### src/rtl/mem_arb_pkg.sv
// Shared encodings and default parameters for the MCB command-port arbiter.
// The optional grant/abort statistics are enabled with MEM_ARB_STATS_EN.
package mem_arb_pkg;

  localparam int unsigned RD_LVL_W_DEF      = 7;
  localparam int unsigned RD_URGENT_DEF     = 16;
  localparam int unsigned MAX_RD_STREAK_DEF = 4;
  localparam int unsigned GAP_CYC_DEF       = 2;
  localparam int unsigned TIMEOUT_DEF       = 4096;

  localparam logic [1:0] IDLE   = 2'b00;
  localparam logic [1:0] GNT_WR = 2'b01;
  localparam logic [1:0] GNT_RD = 2'b10;
  localparam logic [1:0] GAP    = 2'b11;

  localparam logic [1:0] ARB_IDLE = 2'b00;
  localparam logic [1:0] ARB_RD   = 2'b01;
  localparam logic [1:0] ARB_WR   = 2'b10;

  localparam logic [1:0] ID_NONE = 2'b00;
  localparam logic [1:0] ID_WR0  = 2'b01;
  localparam logic [1:0] ID_WR1  = 2'b10;
  localparam logic [1:0] ID_RD   = 2'b11;

  // Grant id for a writer index.
  function automatic logic [1:0] wr_id(input logic idx);
    return idx ? ID_WR1 : ID_WR0;
  endfunction

endpackage

### src/rtl/mem_arb_rr.sv
// Two-way round-robin picker: prefers the writer that did not win last time.
module mem_arb_rr (
  input  logic [1:0] req,
  input  logic       last,
  output logic       valid,
  output logic       pick
);

  always_comb begin
    valid = |req;
    pick  = last;
    if (req[~last]) pick = ~last;
  end

endmodule

### src/rtl/mem_arb.sv
// Arbiter for the single MCB command/write port shared by two line writers and
// the display reader. Build with MEM_ARB_STATS_EN to add grant/abort counters.
module mem_arb
  import mem_arb_pkg::*;
#(
  parameter int unsigned RD_LVL_W      = RD_LVL_W_DEF,
  parameter int unsigned RD_URGENT     = RD_URGENT_DEF,
  parameter int unsigned MAX_RD_STREAK = MAX_RD_STREAK_DEF,
  parameter int unsigned GAP_CYC       = GAP_CYC_DEF,
  parameter int unsigned TIMEOUT       = TIMEOUT_DEF
) (
  input  logic                cmd_clk,
  input  logic                mem_rst_n,
  input  logic                calib_done,
  input  logic [1:0]          wr_req,
  input  logic [1:0]          wr_done,
  input  logic                rd_req,
  input  logic                rd_done,
  input  logic [RD_LVL_W-1:0] rd_fifo_lvl,
  output logic [1:0]          wr_probe,
  output logic                rd_probe,
  output logic [1:0]          arb_state,
  output logic                timeout_err,
  output logic [7:0]          debug
`ifdef MEM_ARB_STATS_EN
  ,
  output logic [63:0]         stat_bus
`endif
);

  localparam int unsigned STREAK_W = ($clog2(MAX_RD_STREAK + 1) > 2) ? $clog2(MAX_RD_STREAK + 1) : 2;
  localparam int unsigned WDOG_W   = $clog2(TIMEOUT);
  localparam int unsigned GAP_W    = (GAP_CYC > 2) ? $clog2(GAP_CYC) : 1;

  logic [1:0]          state, state_nxt;
  logic [1:0]          gnt_id, gnt_nxt;
  logic                last_wr, last_nxt;
  logic [STREAK_W-1:0] streak, streak_nxt;
  logic [WDOG_W-1:0]   wdog, wdog_nxt;
  logic [GAP_W-1:0]    gap_cnt, gap_nxt;
  logic                terr_nxt;
  logic [1:0]          wr_probe_nxt;
  logic                rd_probe_nxt;
  logic [1:0]          arb_nxt;
  logic                wr_grant, rd_grant, abort;
  logic                rr_valid, rr_pick;
  logic                rd_urgent, streak_full, gnt_done, gap_last;

  mem_arb_rr u_rr (
    .req   (wr_req),
    .last  (last_wr),
    .valid (rr_valid),
    .pick  (rr_pick)
  );

  // Next-state, grant bookkeeping and next output values.
  always_comb begin
    state_nxt  = state;
    gnt_nxt    = gnt_id;
    last_nxt   = last_wr;
    streak_nxt = streak;
    wdog_nxt   = wdog;
    gap_nxt    = gap_cnt;
    wr_grant   = 1'b0;
    rd_grant   = 1'b0;
    abort      = 1'b0;

    rd_urgent   = rd_req && (32'(rd_fifo_lvl) < RD_URGENT);
    streak_full = (streak == STREAK_W'(MAX_RD_STREAK));
    gnt_done    = ((gnt_id == ID_WR0) && wr_done[0]) ||
                  ((gnt_id == ID_WR1) && wr_done[1]) ||
                  ((gnt_id == ID_RD)  && rd_done);
    gap_last    = (GAP_CYC <= 1) || (gap_cnt == GAP_W'(GAP_CYC - 1));

    if (!calib_done) begin
      state_nxt = IDLE;
      gnt_nxt   = ID_NONE;
      wdog_nxt  = '0;
      gap_nxt   = '0;
    end else begin
      case (state)
        IDLE: begin
          if (rd_urgent && !(streak_full && rr_valid)) rd_grant = 1'b1;
          else if (rr_valid)                          wr_grant = 1'b1;
          else if (rd_req)                            rd_grant = 1'b1;
        end
        GNT_WR, GNT_RD: begin
          if (gnt_done || (wdog == WDOG_W'(TIMEOUT - 1))) begin
            abort     = !gnt_done;
            state_nxt = GAP;
            gnt_nxt   = ID_NONE;
            gap_nxt   = '0;
          end else begin
            wdog_nxt = wdog + WDOG_W'(1);
          end
        end
        default: begin
          if (gap_last) state_nxt = IDLE;
          else          gap_nxt   = gap_cnt + GAP_W'(1);
        end
      endcase

      if (rd_grant) begin
        state_nxt = GNT_RD;
        gnt_nxt   = ID_RD;
        wdog_nxt  = '0;
        if (rr_valid && !streak_full) streak_nxt = streak + STREAK_W'(1);
      end
      if (wr_grant) begin
        state_nxt  = GNT_WR;
        gnt_nxt    = wr_id(rr_pick);
        last_nxt   = rr_pick;
        streak_nxt = '0;
        wdog_nxt   = '0;
      end
    end

    terr_nxt     = timeout_err | abort;
    wr_probe_nxt = {gnt_nxt == ID_WR1, gnt_nxt == ID_WR0};
    rd_probe_nxt = (gnt_nxt == ID_RD);
    arb_nxt      = (state_nxt == GNT_WR) ? ARB_WR :
                   (state_nxt == GNT_RD) ? ARB_RD : ARB_IDLE;
  end

  always_ff @(posedge cmd_clk) begin
    if (!mem_rst_n) begin
      state       <= IDLE;
      gnt_id      <= ID_NONE;
      last_wr     <= 1'b1;
      streak      <= '0;
      wdog        <= '0;
      gap_cnt     <= '0;
      timeout_err <= 1'b0;
      wr_probe    <= 2'b00;
      rd_probe    <= 1'b0;
      arb_state   <= ARB_IDLE;
    end else begin
      state       <= state_nxt;
      gnt_id      <= gnt_nxt;
      last_wr     <= last_nxt;
      streak      <= streak_nxt;
      wdog        <= wdog_nxt;
      gap_cnt     <= gap_nxt;
      timeout_err <= terr_nxt;
      wr_probe    <= wr_probe_nxt;
      rd_probe    <= rd_probe_nxt;
      arb_state   <= arb_nxt;
    end
  end

  assign debug = {timeout_err, last_wr, streak[1:0], gnt_id, state};

`ifdef MEM_ARB_STATS_EN
  logic [15:0] cnt_wr0, cnt_wr1, cnt_rd, cnt_abort;

  // Wrapping grant and abort counters.
  always_ff @(posedge cmd_clk) begin
    if (!mem_rst_n) begin
      cnt_wr0   <= '0;
      cnt_wr1   <= '0;
      cnt_rd    <= '0;
      cnt_abort <= '0;
    end else begin
      if (wr_grant && !rr_pick) cnt_wr0   <= cnt_wr0 + 16'(1);
      if (wr_grant && rr_pick)  cnt_wr1   <= cnt_wr1 + 16'(1);
      if (rd_grant)             cnt_rd    <= cnt_rd + 16'(1);
      if (abort)                cnt_abort <= cnt_abort + 16'(1);
    end
  end

  assign stat_bus = {cnt_abort, cnt_rd, cnt_wr1, cnt_wr0};
`endif

endmodule

### config.mk
export PLATFORM = sky130hd
export DESIGN_NAME = mem_arb
export DESIGN_NICKNAME = d
export VERILOG_FILES = /design/src/rtl/mem_arb_pkg.sv /design/src/rtl/mem_arb_rr.sv /design/src/rtl/mem_arb.sv
export SDC_FILE = /design/constraint.sdc
export NUM_CORES = 1
export LEC_CHECK = 0
export CAP_MARGIN = 0
export CORE_ASPECT_RATIO = 1.4
export CORE_MARGIN = 2
export CORE_UTILIZATION = 40
export DETAILED_ROUTE_END_ITERATION = 10
export GPL_TIMING_DRIVEN = 0
export HOLD_SLACK_MARGIN = 0.02
export PLACE_DENSITY = 0.66
export SYNTH_ARGS = -nofsm -noshare
export SYNTH_HDL_FRONTEND = slang
export SYNTH_SLANG_ARGS = --single-unit
### constraint.sdc
create_clock -name cmd_clk -period 2.4 [get_ports cmd_clk]
set_input_delay 0.48 -clock cmd_clk [delete_from_list [all_inputs] [get_ports cmd_clk]]
set_output_delay 0.48 -clock cmd_clk [all_outputs]
set_load 0.02 [all_outputs]
# Yosys cells after proc, flatten, opt, wreduce, memory -nomap -nowiden
# Index checks and enable logic that the tools add are counted.
# totals
regBits	27
latch_bits	0
ramBits	0
romBits	0
inputBits	16
out_inout_bits	14
wordCells	95
mem_count	0
# classes
add_sub_neg	3
multipliers	0
div_mod_pow	0
magnitude_cmp	2
n_eq_ne	13
n_shift	0
muxes	35
bitwise_logic	6
n_reduce_logical	25
# op_table
cell	n
$mux W2	12
$mux W1	18
$add A12 B1 Y12 const B	1
$eq A12 B12 Y1 const B	1
$eq A2 B2 Y1 const B	6
$mux W3	3
$eq A2 B1 Y1 const B	4
$reduce_and A2 Y1	4
$logic_and A1 B1 Y1	7
$lt A7 B5 Y1 const B	1
$reduce_or A2 Y1	3
$not A1 Y1	5
$pmux W2 S2	1
$reduce_bool A2 Y1	2
$reduce_or A4 Y1	1
$add A3 B1 Y3 const B	1
$eq A3 B3 Y1 const B	1
$logic_not A1 Y1	3
$logic_or A1 B1 Y1	3
$reduce_and A3 Y1	1
$logic_not A2 Y1	1
$lt A1 B2 Y1 const B	1
$ne A2 B2 Y1 const B	1
$pmux W1 S2	1
2 further kinds	2

# Logic depth before layout (Yosys ltp)
# depth
word_depth	13
ltp_mapped	8
ltp_nobuf	7

# Modules after synthesis
# From an unflattened synthesis, not the netlist that was laid out.
# hier_totals
hier_cells	168
hier_area_um2	1397.6
# by_module_without_submodules
module	n_inst	cells_each	area_each_um2	seq_area_each_um2
mem_arb	1	165	1382.6	540.5
mem_arb_rr	1	3	15.0	0.0

# Least setup slack after synthesis
# Ideal clock, no wire load.
# synth_path
kind	register to register
from	register state[0]
to	register wdog[10]
setup_time_ns	0.128
arrival_time_ns	1.850
required_time_ns	2.272
setup_slack_ns	0.423
path_stages_with_launch	8
n_path_buf	1
period_less_slack_ns	1.977
path_cell_list	dfxtp_1 -> inv_1 -> ha_1 -> clkbuf_1 -> nand4_1 -> nor4b_1 -> xnor2_1 -> nor2_1
# synth_via
elab_chain_len	4
elab_cells_between_ends	10
classes_between	2 x eq/ne; 4 x mux; 4 x reduce/logical
# synth_rtl
item	line_no	text
start, declared	mem_arb.sv:35	logic [1:0] state, state_nxt;
start signal, assigned	mem_arb.sv:138	state <= state_nxt;
$logic_not A2 Y1	mem_arb.sv:81	case (state)
$mux W1	mem_arb.sv:81	
$mux W1	mem_arb.sv:75	if (!calib_done) begin
$reduce_or A4 Y1 (no source line)	-	
end signal, assigned	mem_arb.sv:142	wdog <= wdog_nxt;
end, declared	mem_arb.sv:39	logic [WDOG_W-1:0] wdog, wdog_nxt;
# Parallel ways exist; a longest one is shown, timed or not. The select of a mux whose other input is x is not followed.
# A chain may end at the register's enable or synchronous reset.

# Final worst setup path
# Same ends and word-level chain as after synthesis.

==> impl_metrics.py <==
metrics = {
    "die": {
        "die_h_um": 76.2,
        "die-area_mm2": 0.00423,
        "std_cell_rows": 26,
        "coreArea_mm2": 0.00361,
        "io_pins": 30,
        "initial_core_util": 0.412,
        "die_w_um": 55.5,
    },
    "cells_and_area": {
        "n_fill_cell": 347,
        "fin_nets": 221,
        "mostFrequentLayoutCells": "dfxtp_1, clkdlybuf4s50_1, nor2_1",
        "layout.cells.most_common": "dfxtp_1",
        "postLayoutCoreUtil": 0.509,
        "multi_input_area_um2": 857,
        "drive_gt1_frac": 0.111,
        "ff_latch_area_um2": 541,
        "area_delta_synth_final_pct": 23.5,
        "antenna_cells": 0,
    },
    "synth": {
        "synth_cell_types": 50,
        "syn_area_per_cell_um2": 8.75,
        "syn-instance-count": 170,
        "yosysSeqAreaShare": 0.363,
        "syn-num-nets": 191,
        "synth_ff_type": "dfxtp_1",
        "synth_edf_count": 0,
        "synthArstFlopShare": 0,
        "yosysWarningCount": 0,
        "synth_seq_cells": 27,
        "synth_area_mm2": 0.00149,
    },
    "placed_design": {
        "place_ws_ns": -0.0568,
        "place_congestion": 0.836,
        "dpl.hpwl_um": 2600,
        "numPortBuffers": 25,
    },
    "clock_network": {
        "clockBufferDepth": 2,
        "clkSinkCount": 27,
        "clk_latency_ns": 0.27,
        "hold_buffers": 0,
        "cts_resized": 0,
        "cts_tree": "built",
        "h-tree-depth": 1,
        "clock-root-buffer": "clkbuf_8",
        "cts_setup_buffers": 0,
        "numCtsBuffers": 3,
        "clkTransAtPathRegs_ns": 0.09,
    },
    "setup_path": {
        "slowest_delay_ns": 0.42,
        "crit_chain": "inv_1, ha_1, clkbuf_1, nand4_1, nor4b_1, xnor2_1, nor2_1",
        "r2r.worst_path.cells": 7,
        "r2r-start": "state[0]",
        "critical_path_class": "register to register",
        "worstReg2RegEnd": "wdog[10]",
        "critPathLaunchType": "register",
        "worst_setup_path_end_kind": "register",
        "arrival_ns": 2.33,
        "crit_cells": 7,
        "cpMaxStageDelayCell": "dfxtp_1",
        "cp_data_required_time_ns": 2.56,
        "critPathMaxFanout": 10,
        "crit_buf_inv": 2,
        "rrSetupSlack_ns": 0.23,
        "cp_top_family": "simple AND/OR/NAND/NOR gates",
    },
    "pwr": {
        "seqPwrFrac": 0.520,
        "p_int_uw": 654,
        "leakage_uw": 0.000643,
        "p_per_area_mw_per_mm2": 491,
        "p_sw_frac": 0.275,
        "ir_worst_vdd_mv": 0.309,
        "p_sw_uw": 248,
        "pwr-share-comb": 0.192,
        "power_frac_clock": 0.288,
    },
    "drt": {
        "wl_um": 3310,
        "vias": 1321,
        "drc_errors": 0,
        "drt-pass1-iter-count": 4,
        "wl_per_cell_um": 13.7,
        "ant_nets": 0,
        "routed_via_density": 5.48,
        "initialDrtViolationCount": 33,
    },
    "grt": {
        "antenna_found_initial": 0,
        "grt_util_all_layers": 0.169,
        "grt_pass1_vias": 1311,
        "gr-total-overflow": 0,
        "grt_start_max_net_pins": 16,
        "grt_pass1_wl_um": 5810,
    },
    "timing": {
        "tightest_slew_ns": 0.559,
        "fin_setup_tns_ns": 0,
        "clock.fmax_mhz": 461,
        "period_minus_slack_ns": 2.17,
        "hold_ws_ns": 0.503,
        "period_share": 0.904,
        "drv_slew": 0,
        "rsz0062_at_grt": "no",
        "slew_headroom": 0.617,
        "fin_ws_ns": 0.230,
        "setup_viol": 0,
        "finalHoldViolCount": 0,
        "finalClockSkew_ns": 0.00385,
    },
    "hold_path": {
        "hold_start": "wdog[11]",
        "whs_path_depth": 2,
        "min_path_type": "register to register",
        "hold_path_end": "wdog[11]",
    },
    "outcome": {
        "status": "finished clean",
    },
    "run": {
        "cap_violations": 0,
    },
}
## worst min-delay path: stages, from the launching register on
cell and delay [ns]:
dfxtp_1 0.33, o21ai_1 0.07, a21oi_1 0.06
## how the worst max path moves through the flow
stage	end	slack, ns	from
floorplan	wdog[10]	0.42	state[0]
global placement	arb_state[1]	-0.01	rd_req
detailed placement	arb_state[1]	-0.06	rd_req
CTS	wdog[10]	0.22	state[0]
global route	wdog[10]	0.09	state[0]
finish	wdog[10]	0.23	state[0]
## power by group through the flow
stage               logic (uW)  clock network, uW  registers (uW)
floorplan                 94.5                  0             490
global placement           169                  0             479
detailed placement         173                  0             480
CTS                        174                270             470
global route               188                287             471
finish                     173                260             469
## Yosys cell counts, types with 2 or more instances
library cell,number,share of area
xor2_1,5,0.029
nor2b_1,5,0.021
o21ai_1,3,0.010
nand2_1,11,0.028
clkbuf_1,3,0.0076
dfxtp_1,27,0.36
buf_4,4,0.020
o21ai_0,7,0.024
nor4_2,2,0.017
a21boi_1,2,0.010
o21a_1,3,0.015
xnor2_1,5,0.029
a21oi_1,5,0.017
nor4_1,2,0.0084
inv_1,10,0.025
nand4_1,8,0.034
mux2i_1,3,0.020
nor3_1,5,0.017
ha_1,5,0.042
nor2_1,17,0.043
and3_1,2,0.0084
or3_1,3,0.013
nand3_1,5,0.017
nor3_2,2,0.013
## stage by stage
step	std cells	instance area (um2)	power (uW)
floorplan	170	1490	585
global placement	237	1790	648
CTS	241	1840	914
global route	241	1840	947
finish	241	1840	902
detailed placement	237	1790	653
## cells by family after synthesis
kind of cell	after synthesis	synth area share
AOI/OAI and AO/OA	36	0.180
xor gates and xnor gates	10	0.0589
adders and majority gates	5	0.0421
buffers and inverters	18	0.0606
DFF	27	0.363
muxes	4	0.0278
and+or+nand+nor	70	0.267
## flip-flops by register name (all words and copies together), names as in the netlist
register     count
gap_cnt          1
last_wr          1
arb_state        2
wr_probe         2
state            2
wdog            12
gnt_id           2
timeout_err      1
streak           3
rd_probe         1
## final cells by class
class | count | share of cell area
Clock buffer | 3 | 0.0225
Inverter | 10 | 0.0204
Tap cell | 42 | 0.0286
Buffer | 8 | 0.0286
Timing Repair Buffer | 25 | 0.136
Sequential cell | 27 | 0.294
Multi-Input combinational cell | 125 | 0.467
Clock inverter | 1 | 0.00272
## routing by layer
metal | GRT usage | vias up | wire length [um]
met5 | 0 | - | 0
met3 | 0.0323 | 8 | 112
met1 | 0.189 | 620 | 1360
met4 | 0.0951 | 0 | 101
met2 | 0.294 | 28 | 1740
li1 | - | 665 | -
No activity file was read; power rests on OpenSTA's default activity.
